### src/rtl/alu_arbiter_pkg.sv
// Shared definitions for the two-requester ALU arbiter: FSM encoding,
// response flag bit positions and a small one-hot helper.
package alu_arbiter_pkg;

    typedef enum logic [1:0] {
        IDLE  = 2'd0,
        ISSUE = 2'd1,
        RESP  = 2'd2
    } state_t;

    localparam int FLAG_ZERO = 2;
    localparam int FLAG_NEG  = 1;
    localparam int FLAG_OVF  = 0;

    function automatic logic [1:0] onehot2(input logic idx);
        return idx ? 2'b10 : 2'b01;
    endfunction

endpackage

### src/rtl/alu_arbiter_rr_arb2.sv
// Two-way round-robin grant: prio breaks ties, a lone requester always wins.
module alu_rr_arb2
    import alu_arbiter_pkg::*;
(
    input  logic [1:0] valid,
    input  logic       prio,
    output logic [1:0] grant
);

    always_comb begin
        grant = valid;
        if (valid == 2'b11)
            grant = onehot2(prio);
    end

endmodule

### src/rtl/alu_arbiter.sv
// Arbitrates two requesters onto one external combinational ALU, one
// operation in flight, results returned on the owner's response port.
module alu_arbiter
    import alu_arbiter_pkg::*;
#(
    parameter int CNT_W = 16
) (
    input  logic             clk,
    input  logic             rst,
    input  logic [1:0]       req_valid,
    output logic [1:0]       req_ready,
    input  logic [31:0]      req_instr0,
    input  logic [31:0]      req_instr1,
    input  logic [31:0]      req_a0,
    input  logic [31:0]      req_a1,
    input  logic [31:0]      req_b0,
    input  logic [31:0]      req_b1,
    output logic [1:0]       rsp_valid,
    input  logic [1:0]       rsp_ready,
    output logic [31:0]      rsp_result,
    output logic [2:0]       rsp_flags,
    output logic [31:0]      alu_instr,
    output logic [31:0]      alu_rega,
    output logic [31:0]      alu_regb,
    input  logic [31:0]      alu_result,
    input  logic             alu_zero,
    input  logic             alu_negative,
    input  logic             alu_overflow,
    output logic             busy,
    output logic [CNT_W-1:0] op_count
);

    state_t     state;
    logic       prio;
    logic       owner;
    logic [1:0] grant;

    function automatic logic [CNT_W-1:0] sat_inc(input logic [CNT_W-1:0] v);
        return (&v) ? v : v + {{(CNT_W-1){1'b0}}, 1'b1};
    endfunction

    alu_rr_arb2 u_arb (
        .valid (req_valid),
        .prio  (prio),
        .grant (grant)
    );

    // Gated by rst so no grant is offered while reset is still asserted.
    assign req_ready = (state == IDLE && !rst) ? grant : 2'b00;

    always_ff @(posedge clk or posedge rst) begin
        if (rst) begin
            state      <= IDLE;
            prio       <= 1'b0;
            owner      <= 1'b0;
            rsp_valid  <= 2'b00;
            rsp_result <= '0;
            rsp_flags  <= '0;
            alu_instr  <= '0;
            alu_rega   <= '0;
            alu_regb   <= '0;
            busy       <= 1'b0;
            op_count   <= '0;
        end else begin
            case (state)
                IDLE: begin
                    if (|(req_valid & req_ready)) begin
                        owner     <= grant[1];
                        alu_instr <= grant[1] ? req_instr1 : req_instr0;
                        alu_rega  <= grant[1] ? req_a1     : req_a0;
                        alu_regb  <= grant[1] ? req_b1     : req_b0;
                        busy      <= 1'b1;
                        state     <= ISSUE;
                    end
                end
                ISSUE: begin
                    rsp_result           <= alu_result;
                    rsp_flags[FLAG_ZERO] <= alu_zero;
                    rsp_flags[FLAG_NEG]  <= alu_negative;
                    rsp_flags[FLAG_OVF]  <= alu_overflow;
                    rsp_valid            <= onehot2(owner);
                    state                <= RESP;
                end
                RESP: begin
                    // rsp_valid carries only the owner bit, so the other ready is ignored.
                    if (|(rsp_valid & rsp_ready)) begin
                        rsp_valid <= 2'b00;
                        busy      <= 1'b0;
                        prio      <= ~owner;
                        op_count  <= sat_inc(op_count);
                        state     <= IDLE;
                    end
                end
                default: state <= IDLE;
            endcase
        end
    end

endmodule

### config.mk
export PLATFORM = sky130hd
export DESIGN_NAME = alu_arbiter
export DESIGN_NICKNAME = d
export VERILOG_FILES = /design/src/rtl/alu_arbiter_pkg.sv /design/src/rtl/alu_arbiter_rr_arb2.sv /design/src/rtl/alu_arbiter.sv
export SDC_FILE = /design/constraint.sdc
export NUM_CORES = 1
export LEC_CHECK = 0
export CORE_AREA = 3 3 148 150
export DETAILED_ROUTE_END_ITERATION = 8
export DIE_AREA = 0 0 151 153
export PLACE_DENSITY = 0.8
export SYNTH_ARGS = -nofsm -noshare
export SYNTH_HDL_FRONTEND = slang
export SYNTH_SLANG_ARGS = --single-unit
### constraint.sdc
create_clock -name clk -period 4.9 [get_ports clk]
set_input_delay 0.49 -clock clk [delete_from_list [all_inputs] [get_ports clk]]
set_output_delay 0.49 -clock clk [all_outputs]
set_load 0.01 [all_outputs]
* Word level (Yosys, flattened, before mapping) *
Index checks and enable logic that the tools add are counted.

storage, ports and cells
  flip-flop bits (word level) = 154
  bits of input ports = 233
  output and inout port bits = 152
  word-level logic and storage cells = 49

cells by class
  add/sub/neg operators = 1
  equality and inequality tests = 5
  muxes and demuxes = 14
  bitwise gates (word level) = 4
  reductions and logical operators = 14

operators by type and width
  cell                     number
  $mux W32                 3
  $add A16 B1 Y16 const B  1
  $reduce_and A16 Y1       1
  $mux W2                  6
  $reduce_and A2 Y1        4
  $pmux W2 S3              1
  $reduce_and A3 Y1        2
  $and A2 B2 Y2            2
  $eq A2 B2 Y1 const B     2
  $pmux W2 S2              1
  $reduce_bool A2 Y1       2
  $reduce_or A2 Y1         2
  $eq A2 B1 Y1 const B     1
  $logic_not A2 Y1         1
  $mux W1                  2
  $ne A2 B1 Y1 const B     1
  $ne A2 B2 Y1 const B     1
  $not A1 Y1               2
  $pmux W1 S2              1
  $logic_and A1 B1 Y1      1
  $logic_not A1 Y1         1

* Logic depth before layout (Yosys ltp) *
Gate-level depths: netlist (run 1).

  word-level depth = 7
  depth in mapped cells = 7
  gate-level depth less buffers = 5

* Hierarchy *
A second synthesis (run 1) with hierarchy kept.

unflattened totals
  cells, all modules = 674
  area total of the unflattened synthesis = 6856.6 um^2

by module, submodules not included
  module       times used  cells each  area an instance (um^2)  sequential area each (um^2)
  alu_arbiter  1           671         6837.8                   3853.7
  alu_rr_arb2  1           3           18.8                     0.0

* Worst setup path after synthesis (run 1) *
Ideal clock, no wire load.

  path type = input-to-output
  start = in req_valid[0]
  end = out req_ready[1]
  data arrival time = 1310 ps
  required time = 4410 ps
  setup slack = 3100 ps
  stages on the path = 5
  buffers on the path = 2
  cells stage by stage = inv_1 -> o21ai_0 -> buf_2 -> buf_2 -> nor4_1

on the way
  cells in the longest elaborated chain, start to end = 3

RTL lines
  item             line                       text
  start, declared  alu_arbiter.sv:10          input logic [1:0] req_valid,
  $eq A2 B2 Y1     alu_arbiter_rr_arb2.sv:12  if (valid == 2'b11)
  $mux W2          alu_arbiter_rr_arb2.sv:12
  $mux W2          alu_arbiter.sv:49          assign req_ready = (state == IDLE && !rst) ? grant : 2'b00;
  end, declared    alu_arbiter.sv:11          output logic [1:0] req_ready,

Every way passes these cells.

* Worst setup path after layout (run 1) *
  start = in rst
  end = out req_ready[0]

on the way
  cells in the longest elaborated chain, start to end = 3

RTL lines
  item                        line               text
  start, declared             alu_arbiter.sv:9   input logic rst,
  $logic_not A1 Y1 (no line)  -
  $logic_and A1 B1 Y1         alu_arbiter.sv:49
  $mux W2                     alu_arbiter.sv:49

Every way passes these cells.

==> results.py, run 1 <==
metrics = {
    "synth": {
        "synth-edff-count": 0,
        "synthTopCellsByArea": "dfrtp_1 57%, mux2i_1 14%, a21oi_1 7.3%",
        "synth-seq-cells": 154,
        "async_reset_ff_frac": 1.00,
        "yosysTopAreaCell": "dfrtp_1",
        "syn_inst": 670,
        "synth_nets": 904,
        "synth_area_um2": 6790,
        "ys.flop_type": "dfrtp_1",
        "ys_warn_count": 0,
        "synth_area_per_cell_um2": 10.1,
        "synth_top_cell_area_share": 0.568,
        "ys_seq_area_frac": 0.568,
        "yosysUniqueCellTypes": 37,
    },
    "setup_path": {
        "r2r-end": "alu_regb[7]",
        "worstPathArrival_ns": 2.11,
        "crit_type": "in2out",
        "worstRegToRegCells": 5,
        "rr_startpoint": "state[1]",
        "startpoint_type": "input port",
        "critical_path.max_fanout": 3,
        "critPathCaptureType": "output pin",
        "required_ns": 4.41,
        "r2r_slack_ns": 2.50,
    },
    "clock_network": {
        "cts_sinks": 154,
        "clk_latency_ns": 0.42,
        "cts_root_buf": "clkbuf_16",
        "cts_hold_buf": 0,
        "cts.repair.resized": 0,
        "cts_buffers": 17,
        "cts_buffer_depth": 2,
        "clkSlewWorstSetupHoldPaths_ns": 0.06,
        "cts_max_level": 4,
        "postCtsSetupBuffers": 0,
        "cts_tree": "yes",
    },
    "detailed_routing": {
        "drc": 0,
        "routed_wl_um": 22300,
        "vias": 6149,
        "ant_nets": 0,
        "first_pass_iters": 4,
        "initialDrtViolationCount": 201,
        "via_per_inst": 4.64,
        "wl_per_cell_um": 16.8,
    },
    "hold_path": {
        "min_path_type": "reg2reg",
        "hold_depth": 2,
        "hold_path.startpoint": "rsp_result[29]",
        "hold_end": "rsp_result[29]",
    },
    "power": {
        "peakVddDrop_mv": 0.252,
        "p_leak_nw": 5.16,
        "power_density_nw_per_um2": 545,
    },
    "global_route": {
        "grt_overflow": 0,
        "track_usage": 0.188,
        "met2_usage": 0.327,
        "grt_pass1_vias": 6270,
        "grt_antenna_before_repair": 0,
        "busiest_layer": "met2",
        "met1_usage": 0.222,
        "met3_usage": 0.0694,
        "grt_first_pass_wirelength_um": 34100,
        "grt_max_degree": 97,
    },
    "placed_design": {
        "routabilityCongestion": 0.791,
        "dpl.hpwl_um": 16700,
        "dp_cells": 1294,
        "numPortBuffers": 384,
        "place_ws_ns": 1.95,
    },
    "sta": {
        "setup_slack_ns": 2.30,
        "period_needed_ns": 2.60,
        "hold_viol_final": 0,
        "relSlewSlack": 0.237,
        "grt_setup_unrepaired": "false",
        "final-setup-viol-count": 0,
        "period_share": 0.531,
        "slew_violations": 0,
        "fin_skew_ns": 0.0122,
        "max_slew.worst_pin.slew_ns": 1.14,
        "max_freq_mhz": 384,
        "finalSetupTns_ns": 0,
    },
    "finish": {
        "antennaDiodeCount": 0,
        "nets": 1272,
        "area_growth_syn_to_layout_pct": 69.4,
        "drive_above_1_share": 0.0485,
        "final_cells": 1326,
    },
    "floorplanning": {
        "die-area_um2": 23100,
        "die-height_um": 153,
        "die_w_um": 151,
        "core-area_um2": 20800,
        "start_util": 0.326,
        "row_count": 53,
        "ios": 385,
    },
    "run_status": {
        "status": "finished clean",
    },
    "run": {
        "maxCapViolations": 0,
    },
}
cells by family (layout without fill, tap and decap cells):
family	count (synthesis)	after routing	share of synthesized area
AO/OA/AOI/OAI	117	117	0.0949
XOR/XNOR	14	14	0.0181
adder cells (fa/ha/maj)	1	1	0.00184
buffers and inverters	51	432	0.0299
flip-flops	154	154	0.568
multiplexers	98	98	0.145
AND/OR/NAND/NOR	235	235	0.143
sequential cells by signal, indices dropped and copies added, names as in the netlist:
name / cells
alu_regb: 32
rsp_valid: 2
prio: 1
alu_rega: 32
op_count: 16
rsp_result: 32
alu_instr: 32
rsp_flags: 3
owner: 1
busy: 1
state: 2
cell usage after synthesis (2+ instances only):
master     count
a2111oi_0      4
a211oi_1       4
a21oi_1       99
and3_1         2
buf_1          7
buf_2          9
clkbuf_1      28
dfrtp_1      154
inv_1          7
mux2i_1       97
nand2_1      112
nand3_1        8
nand4_1        2
nor2_1        97
nor4b_2        2
o21ai_0        5
xnor2_1        3
xor2_1        11
cell usage in the layout (no fill, tap or decap), types with 2 or more instances in the layout:
cell               n
nand2_1          112
bufinv_16          3
xor2_1            11
inv_1              6
nand4_1            2
a21oi_1           99
mux2i_1           97
a211oi_1           4
xnor2_1            3
clkinvlp_4         2
dfrtp_1          154
clkbuf_16         17
nand3_1            8
clkbuf_1           2
a2111oi_0          4
nor2_1            97
and3_1             2
inv_6              4
o21ai_0            4
nor4b_2            2
clkdlybuf4s50_1  384
buf_4              9
clkinv_4           3
per-stage QoR:
step           total power, W   util  hold slack [ns]  cell area [µm²]
5_1_grt               0.00669  0.552            0.501            11500
6_report              0.00627  0.552            0.476            11500
3_5_place_dp          0.00494  0.523            0.467            10900
4_1_cts               0.00635  0.552            0.481            11500
3_3_place_gp          0.00486  0.523            0.457            10900
2_1_floorplan         0.00328      -            0.456             6790
cell type report:
class,instances,area (µm²)
inverters,7,31.3
well taps,275,344
multi-input cells,465,2750
clock buffers,20,447
fillers,1834,9320
clock inverters,12,163
repair buffers,393,3910
flip-flops and latches,154,3850
worst max path at each step:
stage               start            end  cells after the start
CTS                   rst   req_ready[0]                      4
detailed placement    rst    alu_regb[7]                      6
global placement      rst  alu_instr[24]                      6
global route          rst    alu_regb[7]                      6
finish                rst   req_ready[0]                      4
floorplan             rst   alu_instr[0]                      1
routing by layer:
layer,wire [µm],vias to the layer above
met5,0,-
met4,263,0
met3,2030,19
met2,11300,244
met1,8670,2901
li1,-,2985
critical path: stages:
cell             delay, ns
clkdlybuf4s50_1       0.52
nor3_1                0.33
and3_1                0.24
clkdlybuf4s50_1       0.54
power breakdown:
group | internal, W | total [W] | switching, W
Clock | 0.000823 | 0.00137 | 0.000550
Combinational | 0.00149 | 0.00269 | 0.00120
Sequential | 0.00185 | 0.00221 | 0.000353
Total | 0.00416 | 0.00627 | 0.00210
Note: power is estimated with default switching activity, not from simulation.
==> inputs of run 2 (changes only) <==
- clock period: 4.9 -> 2.3 ns (I/O delays scaled with it)
==> results.py, run 2 (synthesis results as in run 1) <==
metrics = {
    "run_status": {
        "status": "finished clean",
    },
    "global_route": {
        "grt_first_pass_wirelength_um": 34700,
        "grt_overflow": 0,
        "grt_antenna_before_repair": 2,
        "grt_pass1_vias": 6404,
        "grt_max_degree": 82,
        "track_usage": 0.192,
    },
    "setup_path": {
        "worstPathCellList": "nor4_1 -> clkdlybuf4s50_1",
        "critical_path.max_fanout": 5,
        "crit_type": "reg2out",
        "crit_buf_inv": 1,
        "startpoint_type": "flop",
        "worstPathArrival_ns": 1.98,
        "crit_path_top_delay_cell": "clkdlybuf4s50_1",
        "required_ns": 2.07,
        "crit_family": "buffers and inverters",
        "slowest_delay_ns": 0.63,
        "critPathCaptureType": "output pin",
        "r2r_slack_ns": 0.37,
    },
    "floorplanning": {
        "die-area_um2": 23100,
        "row_count": 53,
        "die-height_um": 153,
        "ios": 385,
        "core-area_um2": 20800,
        "start_util": 0.326,
        "die_w_um": 151,
    },
    "clock_network": {
        "postCtsSetupBuffers": 0,
        "cts_root_buf": "clkbuf_16",
        "cts_buffers": 17,
        "cts_buffer_depth": 2,
        "cts_tree": "yes",
        "cts_sinks": 154,
        "cts_hold_buf": 0,
        "cts_max_level": 4,
        "clkSlewWorstSetupHoldPaths_ns": 0.07,
        "cts.repair.resized": 0,
        "clk_latency_ns": 0.42,
    },
    "sta": {
        "relSlewSlack": 0.608,
        "finalSetupTns_ns": 0,
        "period_needed_ns": 2.21,
        "fin_skew_ns": 0.0125,
        "hold_viol_final": 0,
        "period_share": 0.962,
        "setup_slack_ns": 0.0863,
        "final-setup-viol-count": 0,
        "max_slew.worst_pin.slew_ns": 0.573,
        "slew_violations": 0,
        "grt_setup_unrepaired": "false",
        "max_freq_mhz": 452,
    },
    "finish": {
        "nets": 1280,
        "final_cell_mix": "384 x clkdlybuf4s50_1, 154 x dfrtp_1, 112 x nand2_1, 99 x a21oi_1",
        "area_growth_syn_to_layout_pct": 71.1,
        "drive_above_1_share": 0.0576,
        "final_common_cell": "clkdlybuf4s50_1",
    },
    "detailed_routing": {
        "initialDrtViolationCount": 249,
        "first_pass_iters": 4,
        "wl_per_cell_um": 17.0,
        "drc": 0,
        "vias": 6213,
        "routed_wl_um": 22700,
        "via_per_inst": 4.65,
        "ant_nets": 0,
    },
    "hold_path": {
        "min_path_type": "in2reg",
    },
    "power": {
        "p_int_w": 0.00866,
        "power.switching_w": 0.00453,
        "power_density_nw_per_um2": 1140,
        "power.share.clock": 0.203,
        "peakVddDrop_mv": 0.534,
        "seq_power_share": 0.354,
        "comb_power_share": 0.443,
        "swShare": 0.344,
        "p_leak_nw": 5.20,
    },
    "placed_design": {
        "numPortBuffers": 384,
        "routabilityCongestion": 0.796,
        "dpl.hpwl_um": 17200,
        "place_ws_ns": 0.176,
    },
    "run": {
        "maxCapViolations": 0,
    },
}
==> run 2: final timing paths <==
kind,start,endpoint,cells after the start
setup / recovery,state[1],req_ready[1],2
setup reg to reg,op_count[0],op_count[6],6
hold / removal,alu_result[16],rsp_result[16],3
min in group asynchronous,rst,op_count[9],3
max in group asynchronous,rst,alu_rega[10],3
hold reg to reg,rsp_result[20],rsp_result[20],2
==> run 2: routing by layer <==
metal | wire, µm | vias to the layer above | track usage
met3 | 2150 | 19 | 0.0744
met1 | 8610 | 2938 | 0.217
met4 | 231 | 0 | 0.0501
met5 | 0 | - | 0
li1 | - | 3013 | -
met2 | 11700 | 243 | 0.336
==> run 2: metrics by stage <==
step           hold WS, ns  area (µm²)  power (W)   util  instances
2_1_floorplan        0.335        6790    0.00698      -        670
3_3_place_gp         0.456       11100     0.0104  0.531       1302
3_5_place_dp         0.461       11100     0.0106  0.531       1302
4_1_cts              0.315       11600     0.0134  0.558       1334
5_1_grt              0.325       11600     0.0141  0.558       1336
6_report             0.338       11600     0.0132  0.558       1336
==> run 2: worst reg2reg max path, stage by stage (launching register included) <==
cell and delay, ns:
dfrtp_1 0.43, ha_1 0.26, nand4_1 0.15, nor3_2 0.06
buf_4 0.16, a2111oi_0 0.57, xor2_1 0.15
==> run 2: power by group through the flow <==
stage / Sequential (W) / Clock, W / Combinational [W]
CTS: 0.00467 / 0.00275 / 0.00595
floorplan: 0.00522 / 0 / 0.00177
global placement: 0.00464 / 0 / 0.00580
detailed placement: 0.00470 / 0 / 0.00591
global route: 0.00482 / 0.00288 / 0.00637
finish: 0.00467 / 0.00268 / 0.00584
==> run 2: area by class of cell <==
type	count	area (µm²)
diodes	2	5.00
clock buffers	19	453
clock inverters	13	108
fillers	1800	9200
inverters	7	30.0
multi-input cells	465	2750
flip-flops and latches	154	3850
well taps	275	344
repair buffers	401	4070
